## src/rtl/snes_pad_pkg.sv

```systemverilog
// Shared state encoding, button layout and frame helpers for the SNES pad poll path.
// Frames are active-low: a 0 bit means the button is held.
package snes_pad_pkg;

    typedef logic [2:0] state_t;

    localparam state_t ST_IDLE   = 3'd0;
    localparam state_t ST_LATCH  = 3'd1;
    localparam state_t ST_GAP    = 3'd2;
    localparam state_t ST_READ   = 3'd3;
    localparam state_t ST_COMMIT = 3'd4;

    localparam int unsigned BTN_B      = 0;
    localparam int unsigned BTN_Y      = 1;
    localparam int unsigned BTN_SELECT = 2;
    localparam int unsigned BTN_START  = 3;
    localparam int unsigned BTN_UP     = 4;
    localparam int unsigned BTN_DOWN   = 5;
    localparam int unsigned BTN_LEFT   = 6;
    localparam int unsigned BTN_RIGHT  = 7;
    localparam int unsigned BTN_A      = 8;
    localparam int unsigned BTN_X      = 9;
    localparam int unsigned BTN_L      = 10;
    localparam int unsigned BTN_R      = 11;

    // ID nibble occupies bits 15:12 and reads all-ones on a genuine pad
    localparam int unsigned ID_MSB = 15;
    localparam int unsigned ID_LSB = 12;

    // Buttons that have a Game Boy equivalent (16'h01FD)
    localparam logic [15:0] GB_MASK = 16'((1 << BTN_B) | (1 << BTN_SELECT) | (1 << BTN_START) |
                                          (1 << BTN_UP) | (1 << BTN_DOWN) | (1 << BTN_LEFT) |
                                          (1 << BTN_RIGHT) | (1 << BTN_A));

    function automatic logic frame_valid(input logic [15:0] frame);
        return frame[ID_MSB:ID_LSB] == 4'b1111;
    endfunction

    // A press is a 1 -> 0 transition on a mapped bit
    function automatic logic new_press(input logic [15:0] old_frame, input logic [15:0] new_frame);
        return |(old_frame & ~new_frame & GB_MASK);
    endfunction

endpackage

```

## src/rtl/snes_phase_timer.sv

```systemverilog
// Loadable down-counter; done is high on the final cycle of a phase.
// Loading N-1 on the edge that enters a phase makes the phase last N cycles.
module snes_phase_timer #(
    parameter int unsigned WIDTH = 8
) (
    input  logic             clock,
    input  logic             reset,
    input  logic             load,
    input  logic [WIDTH-1:0] load_value,
    output logic             done
);

    logic [WIDTH-1:0] count_q;

    always_ff @(posedge clock) begin
        if (reset) begin
            count_q <= '0;
        end else if (load) begin
            count_q <= load_value;
        end else if (count_q != '0) begin
            count_q <= count_q - WIDTH'(1);
        end
    end

    assign done = (count_q == '0);

endmodule

```

## src/rtl/snes_poll_sequencer.sv

```systemverilog
// SNES pad poll controller: schedules polls, drives latch/clock, shifts in 16 bits,
// validates the ID nibble and commits the frame atomically, flagging new mapped presses.
module snes_poll_sequencer
    import snes_pad_pkg::*;
#(
    parameter int unsigned HALF_CYCLES = 300,
    parameter int unsigned POLL_CYCLES = 833333
) (
    input  logic        clock,
    input  logic        reset,
    input  logic        enable,
    input  logic        poll_req,
    input  logic        controller_data,
    output logic        controller_latch,
    output logic        controller_clock,
    output logic [15:0] buttons,
    output logic        busy,
    output logic        frame_done,
    output logic        pad_error,
    output logic        joypad_irq
);

    localparam int unsigned PW = $clog2(2 * HALF_CYCLES + 1);
    localparam int unsigned TW = $clog2(POLL_CYCLES + 1);
    localparam logic [PW-1:0] LATCH_LOAD = PW'(2 * HALF_CYCLES - 1);
    localparam logic [PW-1:0] HALF_LOAD  = PW'(HALF_CYCLES - 1);
    localparam logic [TW-1:0] TIMER_LAST = TW'(POLL_CYCLES - 1);

    logic [1:0]    sync_q;
    logic [TW-1:0] timer_q;
    state_t        state_q, state_d;
    logic          pending_q, pending_d;
    logic [3:0]    bit_q, bit_d;
    logic          low_q, low_d;
    logic [15:0]   shift_q;
    logic [15:0]   buttons_q;
    logic          pad_error_q;
    logic          irq_q;

    logic          tick;
    logic          trigger;
    logic          phase_done;
    logic          load;
    logic [PW-1:0] load_value;
    logic          sample;
    logic          enter_commit;

    assign tick    = (timer_q == TIMER_LAST);
    assign trigger = poll_req | (tick & enable);

    snes_phase_timer #(
        .WIDTH (PW)
    ) u_phase_timer (
        .clock      (clock),
        .reset      (reset),
        .load       (load),
        .load_value (load_value),
        .done       (phase_done)
    );

    always_comb begin
        state_d      = state_q;
        pending_d    = pending_q;
        bit_d        = bit_q;
        low_d        = low_q;
        load         = 1'b0;
        load_value   = HALF_LOAD;
        sample       = 1'b0;
        enter_commit = 1'b0;

        // Triggers during a poll collapse into a single follow-up poll
        if (state_q != ST_IDLE && trigger) begin
            pending_d = 1'b1;
        end

        case (state_q)
            ST_IDLE: begin
                if (trigger || pending_q) begin
                    state_d    = ST_LATCH;
                    pending_d  = 1'b0;
                    load       = 1'b1;
                    load_value = LATCH_LOAD;
                end
            end
            ST_LATCH: begin
                if (phase_done) begin
                    state_d = ST_GAP;
                    load    = 1'b1;
                end
            end
            ST_GAP: begin
                if (phase_done) begin
                    state_d = ST_READ;
                    bit_d   = 4'd0;
                    low_d   = 1'b1;
                    load    = 1'b1;
                end
            end
            ST_READ: begin
                if (phase_done) begin
                    if (low_q) begin
                        sample = 1'b1;
                        low_d  = 1'b0;
                        load   = 1'b1;
                    end else if (bit_q == 4'd15) begin
                        state_d      = ST_COMMIT;
                        enter_commit = 1'b1;
                    end else begin
                        bit_d = bit_q + 4'd1;
                        low_d = 1'b1;
                        load  = 1'b1;
                    end
                end
            end
            ST_COMMIT: state_d = ST_IDLE;
            default:   state_d = ST_IDLE;
        endcase
    end

    always_ff @(posedge clock) begin
        if (reset) begin
            sync_q      <= 2'b11;
            timer_q     <= '0;
            state_q     <= ST_IDLE;
            pending_q   <= 1'b0;
            bit_q       <= 4'd0;
            low_q       <= 1'b0;
            shift_q     <= 16'hFFFF;
            buttons_q   <= 16'hFFFF;
            pad_error_q <= 1'b0;
            irq_q       <= 1'b0;
        end else begin
            sync_q    <= {sync_q[0], controller_data};
            timer_q   <= tick ? '0 : timer_q + TW'(1);
            state_q   <= state_d;
            pending_q <= pending_d;
            bit_q     <= bit_d;
            low_q     <= low_d;
            if (sample) begin
                shift_q[bit_q] <= sync_q[1];
            end
            // Results land on the edge into COMMIT so they are visible with frame_done
            irq_q <= 1'b0;
            if (enter_commit) begin
                pad_error_q <= ~frame_valid(shift_q);
                if (frame_valid(shift_q)) begin
                    buttons_q <= shift_q;
                    irq_q     <= new_press(buttons_q, shift_q);
                end
            end
        end
    end

    assign controller_latch = (state_q == ST_LATCH);
    assign controller_clock = ~((state_q == ST_READ) && low_q);
    assign busy             = (state_q != ST_IDLE);
    assign frame_done       = (state_q == ST_COMMIT);
    assign buttons          = buttons_q;
    assign pad_error        = pad_error_q;
    assign joypad_irq       = irq_q;

endmodule
```

## config.mk

```make
export PLATFORM = sky130hd
export DESIGN_NAME = snes_poll_sequencer
export DESIGN_NICKNAME = d
export VERILOG_FILES = /design/src/rtl/snes_pad_pkg.sv /design/src/rtl/snes_phase_timer.sv /design/src/rtl/snes_poll_sequencer.sv
export SDC_FILE = /design/constraint.sdc
export NUM_CORES = 1
export LEC_CHECK = 0
export ABC_AREA = 1
export ABC_CLOCK_PERIOD_IN_PS = 2600
export BUFFER_PORTS_ARGS = -buffer_cell sky130_fd_sc_hd__buf_4
export CORE_UTILIZATION = 25
export DETAILED_ROUTE_END_ITERATION = 10
export SETUP_SLACK_MARGIN = 0.15
export SKIP_CTS_REPAIR_TIMING = 1
export SLEW_MARGIN = 20
export SYNTH_ARGS = -nofsm -noshare
export SYNTH_HDL_FRONTEND = slang
export SYNTH_SLANG_ARGS = --single-unit
export TNS_END_PERCENT = 30
```

## constraint.sdc

```tcl
create_clock -name clock -period 2.6 [get_ports clock]
set_input_delay 0.52 -clock clock [delete_from_list [all_inputs] [get_ports clock]]
set_output_delay 0.52 -clock clock [all_outputs]
set_load 0.1 [all_outputs]
```

* After elaboration in Yosys (flattened, before gate mapping)
Cells that the tools add are included.
W data, S select, Z words.
** Storage, ports and cells
- Register bits :: 75
- Input port bits :: 5
- Output and inout bits :: 22
- Word-level logic and storage cells :: 94
** Operators by class
- Add/sub/neg operators :: 3
- Magnitude comparators :: 2
- Eq/ne operators :: 14
- Multiplexer cells :: 39
- Bitwise operators :: 7
- Reductions and logical operators :: 18
** Operators with widths (number)
- $mux W10 :: 4
- $add A20 B1 Y20 const B :: 1
- $eq A20 B20 Y1 const B :: 1
- $mux W1 :: 19
- $mux W3 :: 6
- $bwmux W16 :: 1
- $mux W4 :: 4
- $ne A2 B2 Y1 const B :: 6
- $pmux W3 S4 :: 1
- $logic_not A10 Y1 :: 1
- $reduce_bool A10 Y1 :: 1
- $sub A10 B1 Y10 const B :: 1
- $and A9 B9 Y9 :: 1
- $not A9 Y9 :: 1
- $eq A4 B4 Y1 const B :: 2
- $pmux W4 S2 :: 1
- $reduce_or A8 Y1 :: 1
- $eq A3 B2 Y1 const B :: 2
- $reduce_and A6 Y1 :: 1
- $lt A4 B5 Y1 const B :: 1
- $reduce_and A5 Y1 :: 1
- $add A4 B1 Y4 const B :: 1
- $demux W1 S4 :: 1
- $ge A4 B1 Y1 const B :: 1
- other kinds (17) :: 23

* Logic depth before layout (Yosys ltp)
Gate-level depths: netlist of run 1.
- Depth in word-level cells :: 7
- Mapped depth :: 12
- Mapped depth without buffers :: 12

* By module
From an unflattened synthesis of run 1, not the netlist that was laid out.
** Second synthesis, totals
- Cell total of the unflattened synthesis :: 513
- Area total of the unflattened synthesis :: 3693.5 sq um
** Modules (own cells, without submodules)
- snes_poll_sequencer :: instances 1, cells each 391, area each 2976.6 sq um, sequential area each 1301.2 sq um
- snes_phase_timer :: instances 1, cells each 122, area each 716.9 sq um, sequential area each 200.2 sq um

* Worst setup path before layout of run 1
Ideal clock, no wire load.
- Path kind :: flip-flop to output port
- Start point :: register state_q[2]
- End point :: output frame_done
- Arrival :: 2.456 ns
- Setup slack :: -0.376 ns
- Stages on the path, launching flop included :: 3
- Buffers on the path :: 0
- Cells stage by stage :: dfxtp_1 > inv_1 > nor3_1
** On the way
- Word-level cells in the longest chain between the ends :: 1
** RTL lines
- from (decl) :: RTL line snes_poll_sequencer.sv:31 : state_t state_q, state_d;
- from (signal assigned) :: RTL line snes_poll_sequencer.sv:135 : state_q <= state_d;
- $eq A3 B3 Y1 :: RTL line snes_poll_sequencer.sv:157 : assign frame_done = (state_q == ST_COMMIT);
- to (decl) :: RTL line snes_poll_sequencer.sv:18 : output logic frame_done,
Every way passes these cells.

* Worst setup path in the final report of run 1
- Start point :: register state_q[0]
- End point :: output controller_clock
** On the way
- Word-level cells in the longest chain between the ends :: 3
** RTL lines
- $eq A3 B2 Y1 :: RTL line snes_poll_sequencer.sv:155 : assign controller_clock = ~((state_q == ST_READ) && low_q);
- $logic_and A1 B1 Y1 :: RTL line snes_poll_sequencer.sv:155
- $not A1 Y1 :: RTL line snes_poll_sequencer.sv:155
- to (decl) :: RTL line snes_poll_sequencer.sv:15 : output logic controller_clock,
Every way passes these cells.

==> flow_summary.yaml, run 1 <==
detailed_routing:
  num_vias: 3029
  wire_per_inst_um: 11.1
  ant_nets: 0
  dr.pass1.iters: 4
  post-route-drc-count: 0
  finalWirelength_um: 7610
  drt-initial-drc-count: 156
  vias_per_cell: 4.42
floorplanning:
  io_pins: 27
  die_w_um: 122
  fp.dieH_um: 122
  coreArea_mm2: 0.0140
  dieArea_mm2: 0.0149
  rows: 43
  initial_core_util_pct: 25.8
cells_and_area:
  most-common-layout-cells: "nand2_1, dfxtp_1, nand3_1"
  final_cells: 685
  syn_to_final_growth_pct: 19.7
  fill_cells: 1520
  multiInputGateArea_mm2: 0.00180
  final_core_util_pct: 30.9
  fin_area_mm2: 0.00432
  finalNetCount: 512
  diodes: 0
  final_common_cell: "nand2_1"
  seq_area_mm2: 0.00150
  layout-drive-gt1-share_pct: 18.8
sta:
  skew_ps: 8.24
  worst_slack_ps: 489
  tightest_slew_ps: 542
  slew_viol_final: 0
  hold_viol_final: 0
  fmax_ghz: 0.474
  relSlewSlack_pct: 63.7
  setup_viol: 0
  min_period_over_period_pct: 81.2
  whs_ps: 369
  setup-tns-final_ps: 0
  fin_crit_ps: 2110
  rsz0062_at_grt: "no"
global_routing:
  grt_usage_pct: 10.9
  use_met1_pct: 13.6
  grt_pass1_wl_um: 12800
  top_usage_layer: "met2"
  grt_max_degree: 36
  grtUsageMet3_pct: 3.60
  grt-ovfl-total: 0
  grt_pass1_vias: 2815
  grtUsageMet2_pct: 17.4
  antenna_found_initial: 0
clocking:
  cts_max_level: 3
  cts-root-buf: "clkbuf_16"
  numCtsBuffers: 9
  clock_path_buffers: 2
  cts.sinks: 75
  clk_transition_reported_paths_ps: 60
  cts_tree: "built"
  insertion_delay_ps: 330
worst_setup_path:
  crit_required_ps: 2080
  worstSetupPathType: "flop to output port"
  cp_slowest_cell: "dfxtp_1"
  cpPeakStageDelay_ps: 380
  worst_ep_arrival_time_ps: 1590
  cp-start-kind: "flop"
  path_cells: "inv_2 -> nor3_4 -> nand2_2 -> buf_4"
  crit_fanout: 9
  critPathCaptureType: "output port"
place:
  dp_hpwl_um: 5630
  gp_congestion: 0.822
  postPlaceCellArea_mm2: 0.00398
  dpl_worst_slack_ps: 476
  dp.cells: 669
  portBuffers: 26
yosys:
  synth_cells: 473
  synth_cell_types: 35
  ys_seq_area_share_pct: 41.6
  syn_area_mm2: 0.00361
  synth_nets: 485
  syn_avg_cell_area_um2: 7.63
  synth_seq_cells: 75
  ys_warn_count: 0
power:
  power.density_mw_per_mm2: 804
  p_leak_nw: 1.83
  vdd_ir_drop_max_uv: 483
  finalPower_mw: 3.47
run:
  max_cap_viol_count: 0
run_status:
  outcome: "completed"
worst_hold_path:
  hp-class: "primary input to flop"
## synth_stat cells, drive strengths merged
master | count | area share [%]
o21ai | 17 | 2.4
inv | 66 | 6.9
nor3b | 1 | 0.21
dfxtp | 75 | 42
nor2 | 53 | 6.4
xnor2 | 6 | 1.5
a211oi | 2 | 0.76
nand2 | 93 | 11
clkinv | 2 | 0.21
ha | 7 | 2.4
xor2 | 15 | 3.6
nor4 | 2 | 0.35
nor3 | 10 | 1.7
nand4 | 13 | 2.3
clkbuf | 6 | 0.62
nand3b | 1 | 0.21
o211ai | 9 | 3.0
buf | 5 | 1.0
o21a | 1 | 0.21
nand3 | 63 | 9.9
a22oi | 1 | 0.21
a221oi | 2 | 0.49
or2 | 7 | 1.2
a21oi | 15 | 2.1
and3 | 1 | 0.17
## per-layer routing
metal / up-vias / wire, µm
met5: - / 0
met4: 0 / 100
met3: 8 / 239
met2: 31 / 3550
li1: 1583 / -
met1: 1407 / 3720
## final cells by class
class | count | area share (%)
Sequential cell | 75 | 34.7
Inverter | 68 | 5.91
Clock buffer | 9 | 5.21
Timing Repair Buffer | 27 | 4.69
Tap cell | 180 | 5.21
Clock inverter | 7 | 2.63
Multi-Input combinational cell | 319 | 41.6
## sequential cells by signal (all words and copies together), names as in the netlist
| name | count |
|---|---|
| pad_error | 1 |
| bit_q | 4 |
| timer_q | 20 |
| u_phase_timer.count_q | 10 |
| state_q | 3 |
| sync_q | 2 |
| joypad_irq | 1 |
| pending_q | 1 |
| buttons | 16 |
| low_q | 1 |
| shift_q | 16 |
## kinds of logic (layout without fill, tap and decap cells)
family / Yosys count / in the layout / synth area share [%]
AO/OA/AOI/OAI: 47 / 47 / 9.08
XOR/XNOR: 21 / 21 / 5.10
buffers and inverters: 79 / 111 / 8.73
AND/OR/NAND/NOR: 244 / 244 / 33.1
adder cells (fa/ha/maj): 7 / 7 / 2.43
flip-flops: 75 / 75 / 41.6
## critical path: cells and delay by family (launching register included)
family / cells / cell delay, ps
buffers and inverters: 2 / 350
flip-flops: 1 / 380
AND/OR/NAND/NOR: 2 / 530
## power breakdown
group,switching [mW],internal [mW],leakage (nW)
clock network,0.477,0.935,0.170
registers,0.0706,1.23,0.609
logic,0.502,0.255,1.05
## worst paths after layout
kind                            cells past startpoint                startpoint  slack (ps)               end
worst max-delay path                                4                state_q[0]         490  controller_clock
worst min register to register                      1                 sync_q[0]         420         sync_q[1]
worst max register to register                      9  u_phase_timer.count_q[0]         500       buttons[14]
worst min-delay path                                2           controller_data         370         sync_q[0]
Note: power is estimated with default switching activity, not from simulation.
==> inputs of run 2 (changes only) <==
- ABC_CLOCK_PERIOD_IN_PS: 2600 -> 2100
- clock period: 2.6 -> 2.1 ns (I/O delays scaled with it)
==> run 2 against run 1 <==
Net effect:
- via count increased by 1.3%
- routed wire length increased by 1.5%
- clock-buffer cell count increased by 3
- non-clock buffer count increased by 18
- design area increased by 3.3%
- first-iteration DRC count increased by 47%
- combinational power increased by 37%
- clock skew decreased by 2.6 ps
- utilization increased by 1.0 points
- register-to-register slack got worse by 250 ps
- clock power increased by 3%
- sequential share of layout area decreased by 1.1 points
==> flow_summary.yaml, run 2 (synthesized netlist as in run 1, its figures left out) <==
cells_and_area:
  fin_area_mm2: 0.00446
  final_common_cell: "nand2_1"
  finalNetCount: 530
  multiInputGateArea_mm2: 0.00186
  most-common-layout-cells: "nand2_1, dfxtp_1, nand3_1"
  diodes: 0
  largest_register_ffs: 20
  fill_cells: 1473
  seq_area_mm2: 0.00150
  regMostFlops: "timer_q"
  syn_to_final_growth_pct: 23.7
  layout-drive-gt1-share_pct: 23.2
global_routing:
  grt_pass1_wl_um: 13400
  grt_usage_pct: 11.4
  grt_pass1_vias: 3045
  grt-ovfl-total: 0
  antenna_found_initial: 0
  grt_max_degree: 29
floorplanning:
  dieArea_mm2: 0.0149
  die_w_um: 122
  initial_core_util_pct: 25.8
  fp.dieH_um: 122
  rows: 43
  io_pins: 27
  coreArea_mm2: 0.0140
sta:
  hold_viol_final: 0
  slew_viol_final: 0
  setup_viol: 0
  min_period_over_period_pct: 92.4
  fin_crit_ps: 1940
  relSlewSlack_pct: 64.5
  fmax_ghz: 0.515
  rsz0062_at_grt: "yes"
  skew_ps: 5.62
  whs_ps: 275
  tightest_slew_ps: 532
  setup-tns-final_ps: 0
power:
  power.density_mw_per_mm2: 919
  p_leak_nw: 1.92
  finalPower_mw: 4.10
  vdd_ir_drop_max_uv: 844
run_status:
  outcome: "completed"
place:
  postPlaceCellArea_mm2: 0.00406
  portBuffers: 26
  dp_hpwl_um: 5750
  gp_congestion: 0.867
detailed_routing:
  finalWirelength_um: 7730
  ant_nets: 0
  wire_per_inst_um: 11.0
  drt-initial-drc-count: 229
  num_vias: 3068
  dr.pass1.iters: 4
  post-route-drc-count: 0
  vias_per_cell: 4.37
run:
  max_cap_viol_count: 0
clocking:
  cts_tree: "built"
  clock_path_buffers: 2
  numCtsBuffers: 9
  insertion_delay_ps: 330
  clk_transition_reported_paths_ps: 50
  cts_max_level: 3
  cts-root-buf: "clkbuf_16"
  cts.sinks: 75
worst_hold_path:
  hp-class: "primary input to flop"
worst_setup_path:
  worst_ep_arrival_time_ps: 1520
  crit_fanout: 8
  cp-start-kind: "flop"
  crit_required_ps: 1680
  worstSetupPathType: "flop to output port"
  critPathCaptureType: "output port"
## run 2: changes by cell type in the layout (fill, tap and decap cells not counted), moves of 2 or more
cell / change
buf_4: +17
ha_2: +2
nor2_4: +2
a21oi_2: +2
bufinv_16: -2
clkbuf_1: +3
inv_1: -2
dfxtp_2: +2
a21oi_1: -2
dfxtp_1: -2
nand2_4: +3
nand2_1: -2
inv_2: +2
ha_1: -2
## run 2: final timing paths
kind	start	end	slack, ps	depth (start not counted)
min reg2reg	sync_q[0]	sync_q[1]	410	1
max reg2reg	u_phase_timer.count_q[0]	shift_q[0]	250	12
min	controller_data	sync_q[0]	280	2
max	state_q[0]	controller_clock	160	5
## run 2: routing by layer
metal	global-route usage, %	up-vias	share of wire, %
met5	0	-	0
met4	3.81	0	1.2
met3	3.70	14	3.6
met2	19.1	43	47
met1	13.6	1385	48
li1	-	1626	-
## run 2: layout make-up
cell class / count / share of cell area [%]
Clock buffer: 12 / 5.30
Tap cell: 180 / 5.04
Timing Repair Buffer: 45 / 7.65
Multi-Input combinational cell: 319 / 41.7
Inverter: 68 / 5.72
Clock inverter: 3 / 0.897
Sequential cell: 75 / 33.7
## run 2: metrics by stage
step	setup slack [ps]	instances	util (%)
finish	159	702	31.9
global placement	184	678	29.0
CTS	64.4	693	31.0
global route	84.4	702	31.9
detailed placement	69.4	678	29.0
floorplan	150	473	-
## run 2: worst max-delay path, cell delays in order (launching register included)
cell and delay (ps):
dfxtp_1 400, inv_2 80, nor3_4 220, buf_4 190, nand2_2 100, buf_6 200
## run 2: where the power goes
group	internal (mW)	switching (mW)	total, mW	leakage (nW)
clock	0.909	0.537	1.45	0.136
sequential	1.53	0.0908	1.62	0.610
combinational	0.369	0.667	1.04	1.17
total	2.81	1.29	4.10	1.92
